## src/rtl/addsub_issue_stage.sv

```systemverilog
`timescale 1ns/1ps
`default_nettype none
// ============================================================================
// Module   : addsub_issue_stage
// Purpose  : Issue stage wrapped around an external combinational unsigned
//            WIDTH-bit adder/subtractor. Operand transactions are buffered
//            in a DEPTH-entry FIFO; the FIFO head drives the adder, and the
//            returned result is captured with carry/borrow and zero flags in
//            an output register that has its own valid/ready handshake.
// Ports    : clk, rst_n              - clock, async active-low reset
//            in_valid/in_ready       - upstream handshake
//            in_a, in_b, in_addsub   - operands and op (0 add, 1 subtract)
//            add_a, add_b, add_addsub- FIFO head to the adder (zero if empty)
//            add_res                 - combinational result from the adder
//            out_valid/out_ready     - downstream handshake
//            out_res, out_carry,
//            out_zero                - registered result and flags
//            count                   - FIFO occupancy
// Revision : 1.0 - initial release
// ============================================================================
module addsub_issue_stage #(
   parameter int WIDTH = 8,
   parameter int DEPTH = 4
) (
   input  logic                       clk,
   input  logic                       rst_n,
   input  logic                       in_valid,
   output logic                       in_ready,
   input  logic [WIDTH-1:0]           in_a,
   input  logic [WIDTH-1:0]           in_b,
   input  logic                       in_addsub,
   output logic [WIDTH-1:0]           add_a,
   output logic [WIDTH-1:0]           add_b,
   output logic                       add_addsub,
   input  logic [WIDTH-1:0]           add_res,
   output logic                       out_valid,
   input  logic                       out_ready,
   output logic [WIDTH-1:0]           out_res,
   output logic                       out_carry,
   output logic                       out_zero,
   output logic [$clog2(DEPTH):0]     count
);

   localparam int                  c_PTR_W   = $clog2(DEPTH);
   localparam logic [c_PTR_W:0]    c_FULL    = (c_PTR_W+1)'(DEPTH);
   localparam logic [c_PTR_W-1:0]  c_PTR_ONE = (c_PTR_W)'(1);
   localparam logic [c_PTR_W:0]    c_CNT_ONE = (c_PTR_W+1)'(1);

   // FIFO storage (no reset: contents are only visible through count)
   logic [WIDTH-1:0]   r_mem_a  [DEPTH];
   logic [WIDTH-1:0]   r_mem_b  [DEPTH];
   logic               r_mem_op [DEPTH];

   logic [c_PTR_W-1:0] r_wr_ptr;
   logic [c_PTR_W-1:0] r_rd_ptr;
   logic [c_PTR_W:0]   r_count;

   logic               r_out_valid;
   logic [WIDTH-1:0]   r_out_res;
   logic               r_out_carry;
   logic               r_out_zero;

   logic               w_nonempty;
   logic               w_push;
   logic               w_load;
   logic               w_carry;

   // Ready comes purely from registered occupancy, so a pop in the same
   // cycle never opens a slot for a push while full.
   assign in_ready   = (r_count != c_FULL);
   assign w_nonempty = (r_count != '0);
   assign w_push     = in_valid & in_ready;
   assign w_load     = w_nonempty & (~r_out_valid | out_ready);

   // Head entry to the adder; forced to zero when the FIFO is empty.
   assign add_a      = w_nonempty ? r_mem_a[r_rd_ptr]  : '0;
   assign add_b      = w_nonempty ? r_mem_b[r_rd_ptr]  : '0;
   assign add_addsub = w_nonempty ? r_mem_op[r_rd_ptr] : 1'b0;

   // Carry is recovered from the truncated sum (wrap means res < a);
   // borrow is simply a < b.
   assign w_carry = add_addsub ? (add_a < add_b) : (add_res < add_a);

   always_ff @(posedge clk) begin
      if (w_push) begin
         r_mem_a[r_wr_ptr]  <= in_a;
         r_mem_b[r_wr_ptr]  <= in_b;
         r_mem_op[r_wr_ptr] <= in_addsub;
      end
   end

   always_ff @(posedge clk or negedge rst_n) begin
      if (!rst_n) begin
         r_wr_ptr <= '0;
         r_rd_ptr <= '0;
         r_count  <= '0;
      end else begin
         if (w_push) r_wr_ptr <= r_wr_ptr + c_PTR_ONE;
         if (w_load) r_rd_ptr <= r_rd_ptr + c_PTR_ONE;
         case ({w_push, w_load})
            2'b10:   r_count <= r_count + c_CNT_ONE;
            2'b01:   r_count <= r_count - c_CNT_ONE;
            default: r_count <= r_count;
         endcase
      end
   end

   always_ff @(posedge clk or negedge rst_n) begin
      if (!rst_n) begin
         r_out_valid <= 1'b0;
         r_out_res   <= '0;
         r_out_carry <= 1'b0;
         r_out_zero  <= 1'b0;
      end else if (w_load) begin
         r_out_valid <= 1'b1;
         r_out_res   <= add_res;
         r_out_carry <= w_carry;
         r_out_zero  <= (add_res == '0);
      end else if (r_out_valid && out_ready) begin
         r_out_valid <= 1'b0;
      end
   end

   assign out_valid = r_out_valid;
   assign out_res   = r_out_res;
   assign out_carry = r_out_carry;
   assign out_zero  = r_out_zero;
   assign count     = r_count;

endmodule
`default_nettype wire

```

## config.mk

```make
export PLATFORM = sky130hd
export DESIGN_NAME = addsub_issue_stage
export DESIGN_NICKNAME = d
export VERILOG_FILES = /design/src/rtl/addsub_issue_stage.sv
export SDC_FILE = /design/constraint.sdc
export NUM_CORES = 1
export LEC_CHECK = 0
export CAP_MARGIN = 0
export CORE_ASPECT_RATIO = 1.2
export CORE_UTILIZATION = 60
export CTS_BUF_LIST = sky130_fd_sc_hd__clkbuf_4 sky130_fd_sc_hd__clkbuf_8
export DETAILED_ROUTE_END_ITERATION = 12
export GPL_TIMING_DRIVEN = 0
export MAX_ROUTING_LAYER = met4
export PLACE_DENSITY = 0.88
export SLEW_MARGIN = 20
export SYNTH_ARGS = -nofsm -noshare
export SYNTH_HDL_FRONTEND = slang
export SYNTH_SLANG_ARGS = --single-unit
```

## constraint.sdc

```tcl
create_clock -name clk -period 8.7 [get_ports clk]
set_clock_uncertainty 0.2 [all_clocks]
set_input_delay 1.74 -clock clk [delete_from_list [all_inputs] [get_ports clk]]
set_output_delay 1.74 -clock clk [all_outputs]
set_load 0.005 [all_outputs]
```

# Word level (Yosys, flattened, before mapping)
# Memories as Yosys holds them, arrays and structs flattened.
# Index checks and enable logic that the tools add are counted.
dict set report totals {
  reg_bits 18
  mem_bits_rw 68
  inputBits 29
  mem_count 3
  romBits 0
  latch_bits 0
}
# name words width rd rd_clocked_by_memory_dff wr line
set memory_table {}
lappend memory_table {r_mem_a 4 8 1 0 1 50} ;# logic [WIDTH-1:0] r_mem_a [DEPTH];
lappend memory_table {r_mem_b 4 8 1 0 1 51} ;# logic [WIDTH-1:0] r_mem_b [DEPTH];
lappend memory_table {r_mem_op 4 1 1 0 1 52} ;# logic r_mem_op [DEPTH];
dict set report op_classes {
  n_reduce_logical 5
  n_eq_ne 3
  n_div 0
  add_sub_neg 4
  bitwise 4
  muxes 9
  n_lt_le_gt_ge 2
  mul 0
  n_shift 0
}
# operator count
set op_table {}
lappend op_table {{$lt 8x8->1} 2}
lappend op_table {{$mux 8} 2}
lappend op_table {{$logic_not 8->1} 1}
lappend op_table {{$mux 1} 6}
lappend op_table {{$pmux 3 s2} 1}
lappend op_table {{$add 2x1->2 const B} 2}
lappend op_table {{$reduce_bool 2->1} 2}
lappend op_table {{$add 3x1->3 const B} 1}
lappend op_table {{$ne 3x3->1 const B} 1}
lappend op_table {{$reduce_bool 3->1} 1}
lappend op_table {{$sub 3x1->3 const B} 1}
lappend op_table {{$and 1x1->1} 2}
lappend op_table {{$eq 2x1->1 const B} 1}
lappend op_table {{$eq 2x2->1 const B} 1}
lappend op_table {{$logic_and 1x1->1} 1}
lappend op_table {{$not 1->1} 1}
lappend op_table {{$or 1x1->1} 1}

# Longest topological paths before layout
dict set report depth {
  ltp_word 5
  depth_mapped 11
}

# Worst setup path before layout
# No wires, ideal clock.
dict set report synth_timing {
  kind {input -> register}
  startpoint {in out_ready}
  endpoint {reg r_count[2] (netlist: count[2])}
  setup_slack_ns 5.114
  setup_ns 0.079
  arrival_time_ns 3.306
  cell_stages 10
  n_path_buf 1
  path_cell_list {nand2b_1 nand2_1 inv_2 clkbuf_1 ha_1 inv_1 fa_1 xor2_1 nor2_1 xor2_1}
}
dict set report synth_via {
  elab_chain_len 4
  elab_cells_between_ends 6
}
# element line
set synth_rtl {}
lappend synth_rtl {{start, declared} 37} ;# input logic out_ready,
lappend synth_rtl {{$or 1x1->1 (*)} 73} ;# assign w_load = w_nonempty & (~r_out_valid | out_ready);
lappend synth_rtl {{$and 1x1->1 (*)} 73}
lappend synth_rtl {{named net w_load} 65} ;# logic w_load;
lappend synth_rtl {{$eq 2x1->1 / $eq 2x2->1 (equally long branches)} 100} ;# case ({w_push, w_load})
lappend synth_rtl {{$pmux 3 s2 / $reduce_bool 2->1 (equally long branches)} -}
lappend synth_rtl {{end signal, assigned} 101} ;# 2'b10: r_count <= r_count + c_CNT_ONE;
lappend synth_rtl {{end signal, assigned} 102} ;# 2'b01: r_count <= r_count - c_CNT_ONE;
lappend synth_rtl {{end signal, assigned} 103} ;# default: r_count <= r_count;
lappend synth_rtl {{end, declared} 56} ;# logic [c_PTR_W:0] r_count;
# The timed path passes the listed nets; every way through them passes the cells marked *.
# A chain may end at the register's enable or synchronous reset.

# Worst setup path after layout
dict set report layout_timing {
  startpoint {reg r_count[0] (netlist: count[0])}
  endpoint {out add_a[5]}
}
dict set report layout_via {
  elab_chain_len 2
}
# element line
set layout_rtl {}
lappend layout_rtl {{$reduce_bool 3->1} 71} ;# assign w_nonempty = (r_count != '0);
lappend layout_rtl {{$mux 8} 76} ;# assign add_a = w_nonempty ? r_mem_a[r_rd_ptr] : '0;
lappend layout_rtl {{end, declared} 32} ;# output logic [WIDTH-1:0] add_a,
# No other way between the ends.

==> results by group <==
Pwr
  • Worst VDD drop: roughly 220 uV
  • Combinational Power Share: around 50%
  • Sw frac: between 30% and 40%
  • NetSw: around 650 uW
  • P_int: between 1 and 1.5 mW
  • Clock network power share: between 15 and 20%
  • Pleak: around 1.9 nW
  • Sequential Power Share: approximately a third
  • Pwr dens: 370 nW/um2

Synthesis
  • Synth Warn #: 0
  • Sequential share of the synthesized area: ~65%
  • Synthesized area per cell: between 10 and 15 um2
  • Post-synthesis cell count: between 200 and 300
  • Number of synthesized register bits: between 80 and 90
  • Number of distinct library cells after synthesis: 35
  • Net count after synthesis: 323
  • Post-Syn Area: between 3000 and 4000 um2

Worst setup path
  • Critical path class: reg -> out
  • CP max FO: 10
  • Slowest cell on the critical path: clkdlybuf4s50_1
  • Startpoint of the worst-slack reg-to-reg timing path: count[0]$_DFFE_PN0P_
  • CP dominant cell by count: clkbuf_1
  • Crit end category: output port
  • Max incr delay on CP: 520 ps
  • Worst reg2reg setup slack: 5400 ps
  • CP Cell Sequence: or3_1 > clkbuf_1 > clkbuf_1 > o211ai_1 > inv_2 > clkdlybuf4s50_1
  • RR Endpoint: out_carry$_DFFE_PN0P_
  • Critical path startpoint category: flip-flop
  • Crit path DAT: ~2800 ps
  • CP Data Required Time: roughly 6800 ps
  • Worst r2r path cells: 10

Global route
  • First-pass GRT wire length: between 10000 and 15000 um
  • Vias in the first global route: approximately 2500
  • Largest net degree at the start of global routing: 19
  • Initial antenna violation count: 0
  • All-Layer GR Usage: 26.6%
  • Grt total ovfl: 0

Clocking
  • Hold_buf cts: 0
  • CTS tree: built
  • CTS sink count: 86
  • Htree depth: 3
  • Maximum root-to-sink buffer count: 2
  • Clk slew on worst S/H paths: around 80 ps
  • CTS resizes: 0
  • Postcts setup bufs: 0
  • TritonCTS buffer count: 9
  • Cell at the root of the clock tree: clkbuf_8
  • Clock latency on the worst-skew pair: about 360 ps

Final layout
  • Commonest non-fill, non-tap cell in the layout: edfxtp_1
  • ANT cells: 0
  • Most frequent cells in the layout: edfxtp_1 (68), clkdlybuf4s50_1 (60), nand2_1 (46), ha_1 (19), dfrtp_1 (18)
  • Layout net count: around 400
  • Share of cells above drive strength 1: 12.9%
  • Area Overhead vs Synth: 23.4%
  • Fin util: about 78%

Die
  • Top Ports: 61
  • Starting Density: a little over three fifths
  • Core Region: a little over 6000 um2
  • Die Wd: between 70 and 80 um
  • FP Rows: 31
  • Die H: 89.6 um
  • Die area: around 6700 um2

Route
  • Drt drc: 0
  • Post-DR wirelength/cell: 18.4 um
  • Post-Route WL: ~7900 um
  • Pre-Repair DR Iteration Count: 4
  • 1st-iter DRT viols: approximately 130
  • Final ANT Viol Nets: 0
  • Via count: 2452
  • Via/cell ratio: 5.69

Outcome
  • Outcome: completed

STA
  • Slew margin rel.: between 30% and 40%
  • Tmin final: approximately 4700 ps
  • Fmax: 212 MHz
  • RSZ-0062 raised after global routing: false
  • Slew @ Worst Pin: around 1000 ps
  • Final count of negative-setup-slack endpoints: 0
  • Hold Fails Final Rpt: 0
  • Period utilization: between 50% and 60%
  • Setup tns final: 0 ps
  • Max-slew violations: 0

Hold path
  • Hold EP: out_zero$_DFFE_PN0P_
  • Hold WC Path Type: reg -> reg
  • Min-delay src: out_zero$_DFFE_PN0P_
  • Worst Hold Depth: 2

Placement
  • RD Place Congestion: roughly 0.8
  • Port Buffer Count: 60
  • Dpl hpwl: approximately 5400 um

Flow run
  • Max-cap viol count: 0
routing by layer:
| metal | global-route usage, % | share of wire [%] | vias to the layer above | wire [um] |
|---|---|---|---|---|
| met4 | 12.7 | 2.4 | 0 | 188 |
| li1 | - | - | 1134 | - |
| met1 | 30.1 | 41 | 1201 | 3290 |
| met3 | 5.19 | 5.3 | 15 | 421 |
| met2 | 45.1 | 51 | 102 | 4040 |
| met5 | - | 0 | - | 0 |
Yosys cell counts:
cell type  count  area (um2)
nor2_1         3        11.3
mux2i_1       14         140
edfxtp_1      68        2040
and3_1         4        25.0
a21oi_1        6        30.0
o2111ai_1      1        8.76
nor4_1         2        12.5
o221ai_2       1        15.0
nand2b_1       2        12.5
or3_1          1        6.26
buf_6          1        11.3
nand4_1        1        6.26
nand2b_4       1        13.8
and2_1         3        18.8
a2111o_1       1        11.3
clkbuf_1       3        11.3
buf_2          5        25.0
xor2_1         2        17.5
a31o_1         1        8.76
xnor2_1        4        35.0
a211oi_1       1        7.51
ha_1          19         238
nand3_1        5        25.0
fa_1           1        20.0
dfrtp_1       18         450
inv_1         11        41.3
nand2_1       46         173
inv_2         11        41.3
o211ai_1      15         113
mux2_1         7        78.8
buf_1          2        7.51
a21o_1         1        7.51
mux4_2         3        67.6
mux2_2         8        90.1
o21ai_0        2        10.0
power groups by stage:
stage | clock (mW) | combinational [mW] | sequential, mW
after CTS | 0.278 | 0.876 | 0.599
after detailed placement | 0 | 0.862 | 0.608
after global placement | 0 | 0.824 | 0.602
after global routing | 0.294 | 0.956 | 0.607
final | 0.278 | 0.876 | 0.598
after floorplan | 0 | 0.492 | 0.600
stage by stage:
stage | setup slack (ps) | power [mW] | cell area [um2] | hold slack [ps] | std cells
floorplan | 5110 | 1.09 | 3830 | 270 | 274
global placement | 4400 | 1.43 | 4540 | 258 | 416
detailed placement | 4380 | 1.47 | 4540 | 262 | 416
CTS | 3980 | 1.75 | 4730 | 281 | 431
global route | 3900 | 1.86 | 4730 | 299 | 431
finish | 3990 | 1.75 | 4730 | 284 | 431
sequential cells by signal (all words and copies together) (netlist names):
name / flops
r_mem_a: 32
r_mem_b: 32
out_res: 8
r_mem_op: 4
count: 3
r_rd_ptr: 2
r_wr_ptr: 2
out_carry: 1
out_valid: 1
out_zero: 1
worst max-delay path by stage:
stage	from	endpoint	cells past startpoint
2_1_floorplan	out_ready	count[2]$_DFFE_PN0P_	10
3_3_place_gp	count[0]$_DFFE_PN0P_	add_a[5]	6
3_5_place_dp	count[0]$_DFFE_PN0P_	add_a[5]	6
4_1_cts	count[0]$_DFFE_PN0P_	add_a[5]	6
5_1_grt	count[0]$_DFFE_PN0P_	add_a[5]	6
6_report	count[0]$_DFFE_PN0P_	add_a[5]	6
critical path: cells and delay by family (launching register included):
family	cells	cell delay (ps)
and+or+nand+nor	1	150
buffers and inverters	4	1550
AOI/OAI and AO/OA	1	290
DFF	1	420
cell type report:
type | count | area [um2]
clock buffer | 9 | 124
sequential | 86 | 2490
tap | 82 | 103
inverter | 22 | 82.6
clock inverter | 6 | 70.1
timing repair buffer | 60 | 601
fill | 360 | 1360
buffer | 11 | 55.1
multi-input combinational | 155 | 1200
cell families after synthesis:
family | synth area share (%)
mux | 9.83
compound gates | 5.52
xor+xnor | 1.37
simple gates | 7.93
fa+ha+maj | 6.73
buf+inv | 3.59
flops | 65.0
Note: power is estimated with default switching activity, not from simulation.
